===== src/rtl/icap_multiboot_seq_if.sv =====
// icap_multiboot_seq_if
// Groups the host request/status signals and the ICAP pin bundle of the
// multiboot sequencer.
//   start_i, boot_addr_i          : host reboot request and target flash address
//   busy_o, done_o, word_idx_o    : sequencer status back to the host
//   icap_clk_o, icap_ce_n_o,
//   icap_wr_n_o, icap_din_o       : ICAP clock, strobes and data
//   icap_busy_i                   : ICAP BUSY
// The slave modport is the sequencer's view. The master modport is the view
// of whatever drives requests and models the ICAP.
interface icap_multiboot_seq_if;
  logic        start_i;
  logic [23:0] boot_addr_i;
  logic        busy_o;
  logic        done_o;
  logic [3:0]  word_idx_o;
  logic        icap_clk_o;
  logic        icap_ce_n_o;
  logic        icap_wr_n_o;
  logic [15:0] icap_din_o;
  logic        icap_busy_i;

  modport slave (
    input  start_i, boot_addr_i, icap_busy_i,
    output busy_o, done_o, word_idx_o,
    output icap_clk_o, icap_ce_n_o, icap_wr_n_o, icap_din_o
  );

  modport master (
    output start_i, boot_addr_i, icap_busy_i,
    input  busy_o, done_o, word_idx_o,
    input  icap_clk_o, icap_ce_n_o, icap_wr_n_o, icap_din_o
  );
endinterface


===== src/rtl/icap_multiboot_seq.sv =====
// icap_multiboot_seq
// Drives the Spartan-6 ICAP through the 16-word IPROG command stream so that
// the FPGA warm-reboots into the bitstream at a host-selected flash address.
// The ICAP clock is divided down from clk, and all ICAP pins change only at
// the start of the low phase.
// Ports:
//   clk      : system clock
//   reset_n  : asynchronous active-low reset
//   bus      : icap_multiboot_seq_if.slave (host request/status + ICAP pins)
//
// state  | meaning
// IDLE   | waiting for start_i; ICAP pins released
// ALIGN  | request accepted, waiting for the next ICAP period boundary
// WRITE  | presenting word idx; it advances once a BUSY-free rising edge has consumed it
// DONE   | stream finished; pins released, done_o issued next cycle
module icap_multiboot_seq #(
  parameter int          CLK_DIV     = 8,
  parameter logic [23:0] GOLDEN_ADDR = 24'h000000,
  parameter bit          BITSWAP     = 1'b1
) (
  input logic                 clk,
  input logic                 reset_n,
  icap_multiboot_seq_if.slave bus
);

  localparam int CW   = $clog2(CLK_DIV);
  localparam int HALF = CLK_DIV / 2;

  typedef enum logic [1:0] {S_IDLE, S_ALIGN, S_WRITE, S_DONE} state_e;

  state_e        state_q, state_d;
  logic [CW-1:0] cnt_q, cnt_d;
  logic [3:0]    idx_q, idx_d;
  logic [23:0]   addr_q, addr_d;
  logic          taken_q, taken_d;
  logic          busy_q, busy_d;
  logic          done_q, done_d;
  logic          ce_n_q, ce_n_d;
  logic          wr_n_q, wr_n_d;
  logic [15:0]   din_q, din_d;
  logic          icap_clk_q, icap_clk_d;

  logic wrap, at_rise, consumed;

  function automatic logic [15:0] word_at(input logic [3:0] idx, input logic [23:0] a);
    logic [15:0] w;
    case (idx)
      4'd0:    w = 16'hFFFF;
      4'd1:    w = 16'hAA99;
      4'd2:    w = 16'h5566;
      4'd3:    w = 16'h3261;
      4'd4:    w = a[15:0];
      4'd5:    w = 16'h3281;
      4'd6:    w = {8'h03, a[23:16]};
      4'd7:    w = 16'h32A1;
      4'd8:    w = GOLDEN_ADDR[15:0];
      4'd9:    w = 16'h32C1;
      4'd10:   w = {8'h03, GOLDEN_ADDR[23:16]};
      4'd11:   w = 16'h30A1;
      4'd12:   w = 16'h000E;
      default: w = 16'h2000;
    endcase
    return w;
  endfunction

  function automatic logic [15:0] byte_bitrev(input logic [15:0] w);
    logic [15:0] r;
    for (int i = 0; i < 8; i++) begin
      r[i]     = w[7-i];
      r[8 + i] = w[15-i];
    end
    return r;
  endfunction

  // The last cycle of an ICAP period; registered pin updates land on cnt==0.
  assign wrap    = (cnt_q == CW'(CLK_DIV - 1));
  assign at_rise = (cnt_q == CW'(HALF));
  // With CLK_DIV==2 the rising-edge cycle is also the wrap cycle, so the
  // live sample has to count alongside the stored one.
  assign consumed = taken_q | (at_rise & ~bus.icap_busy_i);

  always_ff @(posedge clk or negedge reset_n) begin
    if (!reset_n) begin
      state_q    <= S_IDLE;
      cnt_q      <= '0;
      idx_q      <= '0;
      addr_q     <= '0;
      taken_q    <= 1'b0;
      busy_q     <= 1'b0;
      done_q     <= 1'b0;
      ce_n_q     <= 1'b1;
      wr_n_q     <= 1'b1;
      din_q      <= '0;
      icap_clk_q <= 1'b0;
    end else begin
      state_q    <= state_d;
      cnt_q      <= cnt_d;
      idx_q      <= idx_d;
      addr_q     <= addr_d;
      taken_q    <= taken_d;
      busy_q     <= busy_d;
      done_q     <= done_d;
      ce_n_q     <= ce_n_d;
      wr_n_q     <= wr_n_d;
      din_q      <= din_d;
      icap_clk_q <= icap_clk_d;
    end
  end

  always_comb begin
    state_d = state_q;
    idx_d   = idx_q;
    addr_d  = addr_q;
    taken_d = taken_q;
    cnt_d   = wrap ? '0 : cnt_q + 1'b1;
    if (at_rise && !bus.icap_busy_i) taken_d = 1'b1;
    if (wrap) taken_d = 1'b0;
    unique case (state_q)
      S_IDLE: begin
        // done_q blocks a request arriving in the same cycle as the done pulse.
        if (bus.start_i && !done_q) begin
          state_d = S_ALIGN;
          addr_d  = bus.boot_addr_i;
        end
      end
      S_ALIGN: begin
        if (wrap) begin
          state_d = S_WRITE;
          idx_d   = '0;
        end
      end
      S_WRITE: begin
        if (wrap && consumed) begin
          if (idx_q == 4'd15) begin
            state_d = S_DONE;
            idx_d   = '0;
          end else begin
            idx_d = idx_q + 1'b1;
          end
        end
      end
      S_DONE:  state_d = S_IDLE;
      default: state_d = S_IDLE;
    endcase
  end

  // Output flops are loaded from next-state values so every pin is registered
  // and changes in the same cycle the state does.
  always_comb begin
    icap_clk_d = (cnt_d >= CW'(HALF));
    busy_d     = (state_d != S_IDLE);
    done_d     = (state_q == S_DONE);
    ce_n_d     = 1'b1;
    wr_n_d     = 1'b1;
    din_d      = '0;
    if (state_d == S_WRITE) begin
      ce_n_d = 1'b0;
      wr_n_d = 1'b0;
      din_d  = BITSWAP ? byte_bitrev(word_at(idx_d, addr_d)) : word_at(idx_d, addr_d);
    end
  end

  assign bus.busy_o      = busy_q;
  assign bus.done_o      = done_q;
  assign bus.word_idx_o  = idx_q;
  assign bus.icap_clk_o  = icap_clk_q;
  assign bus.icap_ce_n_o = ce_n_q;
  assign bus.icap_wr_n_o = wr_n_q;
  assign bus.icap_din_o  = din_q;

endmodule


===== src/flat_wrapper.sv =====
// flat-port wrapper written by rule: the top's interface ports become plain ports
module icap_multiboot_seq_flat 
#(
  parameter int          CLK_DIV     = 8,
  parameter logic [23:0] GOLDEN_ADDR = 24'h000000,
  parameter bit          BITSWAP     = 1'b1
)
  (clk, reset_n, bus_start_i, bus_boot_addr_i, bus_icap_busy_i, bus_busy_o, bus_done_o, bus_word_idx_o, bus_icap_clk_o, bus_icap_ce_n_o, bus_icap_wr_n_o, bus_icap_din_o);
  icap_multiboot_seq_if bus_i ();
  input logic clk;
  input logic reset_n;
  input wire logic [$bits(bus_i.start_i)-1:0] bus_start_i;
  input wire logic [$bits(bus_i.boot_addr_i)-1:0] bus_boot_addr_i;
  input wire logic [$bits(bus_i.icap_busy_i)-1:0] bus_icap_busy_i;
  output wire logic [$bits(bus_i.busy_o)-1:0] bus_busy_o;
  output wire logic [$bits(bus_i.done_o)-1:0] bus_done_o;
  output wire logic [$bits(bus_i.word_idx_o)-1:0] bus_word_idx_o;
  output wire logic [$bits(bus_i.icap_clk_o)-1:0] bus_icap_clk_o;
  output wire logic [$bits(bus_i.icap_ce_n_o)-1:0] bus_icap_ce_n_o;
  output wire logic [$bits(bus_i.icap_wr_n_o)-1:0] bus_icap_wr_n_o;
  output wire logic [$bits(bus_i.icap_din_o)-1:0] bus_icap_din_o;
  assign bus_i.start_i = bus_start_i;
  assign bus_i.boot_addr_i = bus_boot_addr_i;
  assign bus_i.icap_busy_i = bus_icap_busy_i;
  assign bus_busy_o = bus_i.busy_o;
  assign bus_done_o = bus_i.done_o;
  assign bus_word_idx_o = bus_i.word_idx_o;
  assign bus_icap_clk_o = bus_i.icap_clk_o;
  assign bus_icap_ce_n_o = bus_i.icap_ce_n_o;
  assign bus_icap_wr_n_o = bus_i.icap_wr_n_o;
  assign bus_icap_din_o = bus_i.icap_din_o;
  icap_multiboot_seq #(.CLK_DIV(CLK_DIV), .GOLDEN_ADDR(GOLDEN_ADDR), .BITSWAP(BITSWAP)) u_core (.clk(clk), .reset_n(reset_n), .bus(bus_i));
endmodule

===== config.mk =====
export PLATFORM = sky130hd
export DESIGN_NAME = icap_multiboot_seq_flat
export DESIGN_NICKNAME = d
export VERILOG_FILES = /design/src/rtl/icap_multiboot_seq_if.sv /design/src/rtl/icap_multiboot_seq.sv /design/src/flat_wrapper.sv
export SDC_FILE = /design/constraint.sdc
export NUM_CORES = 1
export LEC_CHECK = 0
export ABC_CLOCK_PERIOD_IN_PS = 2220
export CAP_MARGIN = 20
export CORE_ASPECT_RATIO = 1.4
export CORE_MARGIN = 8
export CORE_UTILIZATION = 44
export CTS_BUF_LIST = sky130_fd_sc_hd__clkbuf_16
export CTS_CLUSTER_DIAMETER = 80
export DETAILED_ROUTE_END_ITERATION = 16
export PLACE_DENSITY = 0.73
export SLEW_MARGIN = 20
export SYNTH_ARGS = -nofsm -noshare
export SYNTH_HDL_FRONTEND = slang
export SYNTH_SLANG_ARGS = --single-unit

===== constraint.sdc =====
create_clock -name clk -period 2.22 [get_ports clk]
set_clock_uncertainty 0.05 [all_clocks]
set_input_delay 0.444 -clock clk [delete_from_list [all_inputs] [get_ports clk]]
set_output_delay 0.444 -clock clk [all_outputs]
set_load 0.05 [all_outputs]

==> flow_summary_export.csv <==
group,metric,value,unit
route,wl_per_cell,16.66,um
floorplan,core_area,5485,um2
grt,met2_usage,0.2671,
grt,grt.busiest_layer,"met2",
layout,fill_cells,402,
synth,synth_top_cell_area_share,0.5234,
power,ir_drop,0.7857,mV
setup_path,start_kind,"flip-flop",
route,vias_per_cell,5.267,
grt,grt_use_met1,0.1756,
floorplan,num_rows,32,
layout,num-nets-final,346,
route,firstDrtPassIters,4,
placement,gp_congestion,0.8546,
timing,max_freq,0.4445,GHz
grt,grt_first_pass_wirelength,10560,um
power,seq_power_share,0.327,
synth,syn_area_per_cell,11.73,um2
synth,synth_edf_count,0,
floorplan,die_w,79.53,um
timing,rsz0062_at_grt,"yes",
grt,grt_pass1_vias,2268,
placement,placed_cells,359,
route,ant_nets,0,
timing,slew_headroom,0.6602,
route,wl,6296,um
flow_run,drv_cap,0,
synth,synth.area.top_cells,"dfrtp_1 (52%), mux2_2 (11%), ha_1 (4.5%)",
layout,regArea,1331,um2
synth,synth-seq-cells,53,
clock_network,htreeDepth,2,
layout,final_layout_size_suffix_gt1_frac,0.4226,
clock_network,clk-insertion-delay-late,0.28,ns
timing,maxSlewViolCount,0,
synth,ys_top_cells_by_count,"dfrtp_1 (52), mux2_2 (24), a21oi_1 (15)",
grt,globalRouteOverflowTotal,0,
synth,syn_area,2486,um2
status,violations,"setup timing",
clock_network,cts_tree,"done",
power,power.share.clock,0.194,
timing,final.min_clock_period,2.250,ns
clock_network,clk_path_buf_depth,2,
timing,setup_violations,5,
layout,fin_area,3755,um2
timing,fin_crit_sh,1.013,
timing,setup_ws,-0.02967,ns
clock_network,numCtsBuffers,5,
floorplan,start_util,0.4532,
synth,synth_area_leader_cell,"dfrtp_1",
status,status,"complete, but fails checks",
setup_path,crit_arrival,2.37,ns
floorplan,dieArea,8346,um2
setup_path,path_class,"reg -> reg",
power,comb_power_share,0.479,
layout,area_growth_syn_to_layout,51.03,%
placement,io_buffers,52,
hold_path,worstHoldPathType,"in -> async",
floorplan,io_pins,53,
clock_network,path_clk_slew,0.07,ns
placement,placed_area,3341,um2
grt,antenna_found_initial,0,
layout,stdcell_count,378,
floorplan,die_height,104.9,um
synth,yosys_warnings,0,
power,swShare,0.3619,
power,p_int,2.788,mW
placement,hpwl,4621,um
setup_path,crit_fanout,6,
power,p_switching,1.581,mW
grt,grt_start_max_net_pins,26,
grt,grt_usage,0.1573,
power,power_density,1164,nW/um2
layout,utilization,0.6845,
synth,ys.flop_type,"dfrtp_1",
synth,yosysUniqueCellTypes,46,
timing,tightest_slew,0.5081,ns
setup_path,worstPathRequired,2.34,ns
synth,syn_nets,249,
synth,synth_cells,212,
synth,synth.most_common_cell,"dfrtp_1",
synth,synth_async_sr_flop_share,1.000,
timing,final.setup.tns,-0.07172,ns
setup_path,critPathCaptureType,"flip-flop",
route,vias,1991,
grt,grtUsageMet3,0.03516,
timing,hold_violations,0,
route,drc_errors,0,
clock_network,clock-sinks,53,
clock_network,cts_hold_buf,0,
layout,num_antenna_cells,0,
route,drt_iter0_drc,51,
layout,multi_input_area,1204,um2
synth,ys_seq_area_frac,0.5340,
power,leakage,1.673,nW
clock_network,clockRootBuffer,"clkbuf_16",
## power groups by stage
| stage | Sequential, mW | Clock [mW] | Combinational (mW) |
|---|---|---|---|
| global placement | 1.44 | 0 | 1.88 |
| CTS | 1.44 | 0.858 | 2.03 |
| detailed placement | 1.45 | 0 | 1.92 |
| floorplan | 1.82 | 0 | 0.820 |
| global route | 1.47 | 0.897 | 2.23 |
| finish | 1.43 | 0.846 | 2.09 |
## per-layer routing
metal	up-vias	wire, um	share of wire
met5	-	0	0
met4	0	220	0.035
met3	20	287	0.046
met2	47	3391	0.54
met1	970	2396	0.38
li1	954	-	-
## cells by family after synthesis
family / count (synthesis) / share of synthesized area
compound gates: 54 / 0.1565
xor+xnor: 1 / 0.003524
fa+ha+maj: 9 / 0.04530
buf+inv: 25 / 0.04881
flops: 53 / 0.5340
mux: 27 / 0.1208
simple gates: 43 / 0.09109
## metrics by stage
| stage | setup slack, ns | power (mW) | hold WS (ns) |
|---|---|---|---|
| floorplan | 0.0003548 | 2.637 | 0.09841 |
| detailed placement | -0.3878 | 3.372 | 0.3667 |
| global placement | -0.3209 | 3.323 | 0.3591 |
| finish | -0.02967 | 4.369 | 0.04594 |
| CTS | -0.04086 | 4.322 | 0.05666 |
| global route | -0.1514 | 4.600 | 0.07607 |
## timing repair
action                     CTS  global route
pin swaps                   14            10
setup endpoints to repair   16            16
resized for setup           29            18
cloned                       1             0
setup buffers                7             3
hold endpoints to repair     0             0
## sequential cells by signal, indices dropped and copies added, names as in the netlist
| name | flops |
|---|---|
| u_core.bus.busy_o | 1 |
| u_core.bus.done_o | 1 |
| u_core.bus.word_idx_o | 4 |
| u_core.bus.icap_din_o | 16 |
| u_core.state_q | 2 |
| u_core.cnt_q | 3 |
| u_core.taken_q | 1 |
| u_core.bus.icap_ce_n_o | 1 |
| u_core.addr_q | 24 |
## worst max-delay path: stages (launching register included)
cell and delay [ns]:
dfrtp_1 0.40, ha_2 0.21, ha_4 0.18, buf_4 0.16
o211ai_1 0.11, o221a_2 0.30, buf_4 0.15, clkinvlp_4 0.13
buf_6 0.16, o31ai_2 0.20, a21oi_1 0.10
## path summary, 6_finish.rpt
check / to / slack [ns] / depth (start not counted) / start
max: u_core.bus.icap_din_o[14] / -0.03 / 10 / u_core.cnt_q[0]
min: u_core.bus.icap_din_o[1] / 0.05 / 1 / reset_n
max reg2reg: u_core.bus.icap_din_o[14] / -0.03 / 10 / u_core.cnt_q[0]
min reg2reg: u_core.addr_q[7] / 0.45 / 1 / u_core.addr_q[7]
max in group asynchronous: u_core.bus.icap_ce_n_o / 1.48 / 2 / reset_n
min in group clk: u_core.addr_q[7] / 0.45 / 1 / u_core.addr_q[7]
## final cells by class
cell class	count	share of cell area
sequential	53	0.3545
multi-input combinational	134	0.3206
timing repair buffer	101	0.2413
clock buffer	5	0.03332
tap	68	0.02266
inverter	13	0.01533
clock inverter	3	0.01033
timing repair inverter	1	0.001999
## placed cells by master (no fill, tap or decap), drive strengths merged, types with 9 or more instances in the layout
| cell | n |
|---|---|
| inv | 13 |
| nand2 | 10 |
| ha | 9 |
| nor2 | 12 |
| a21oi | 15 |
| buf | 50 |
| clkdlybuf4s50 | 50 |
| o21ai | 9 |
| dfrtp | 52 |
| mux2 | 24 |
Power figures use the tool's default switching activity.
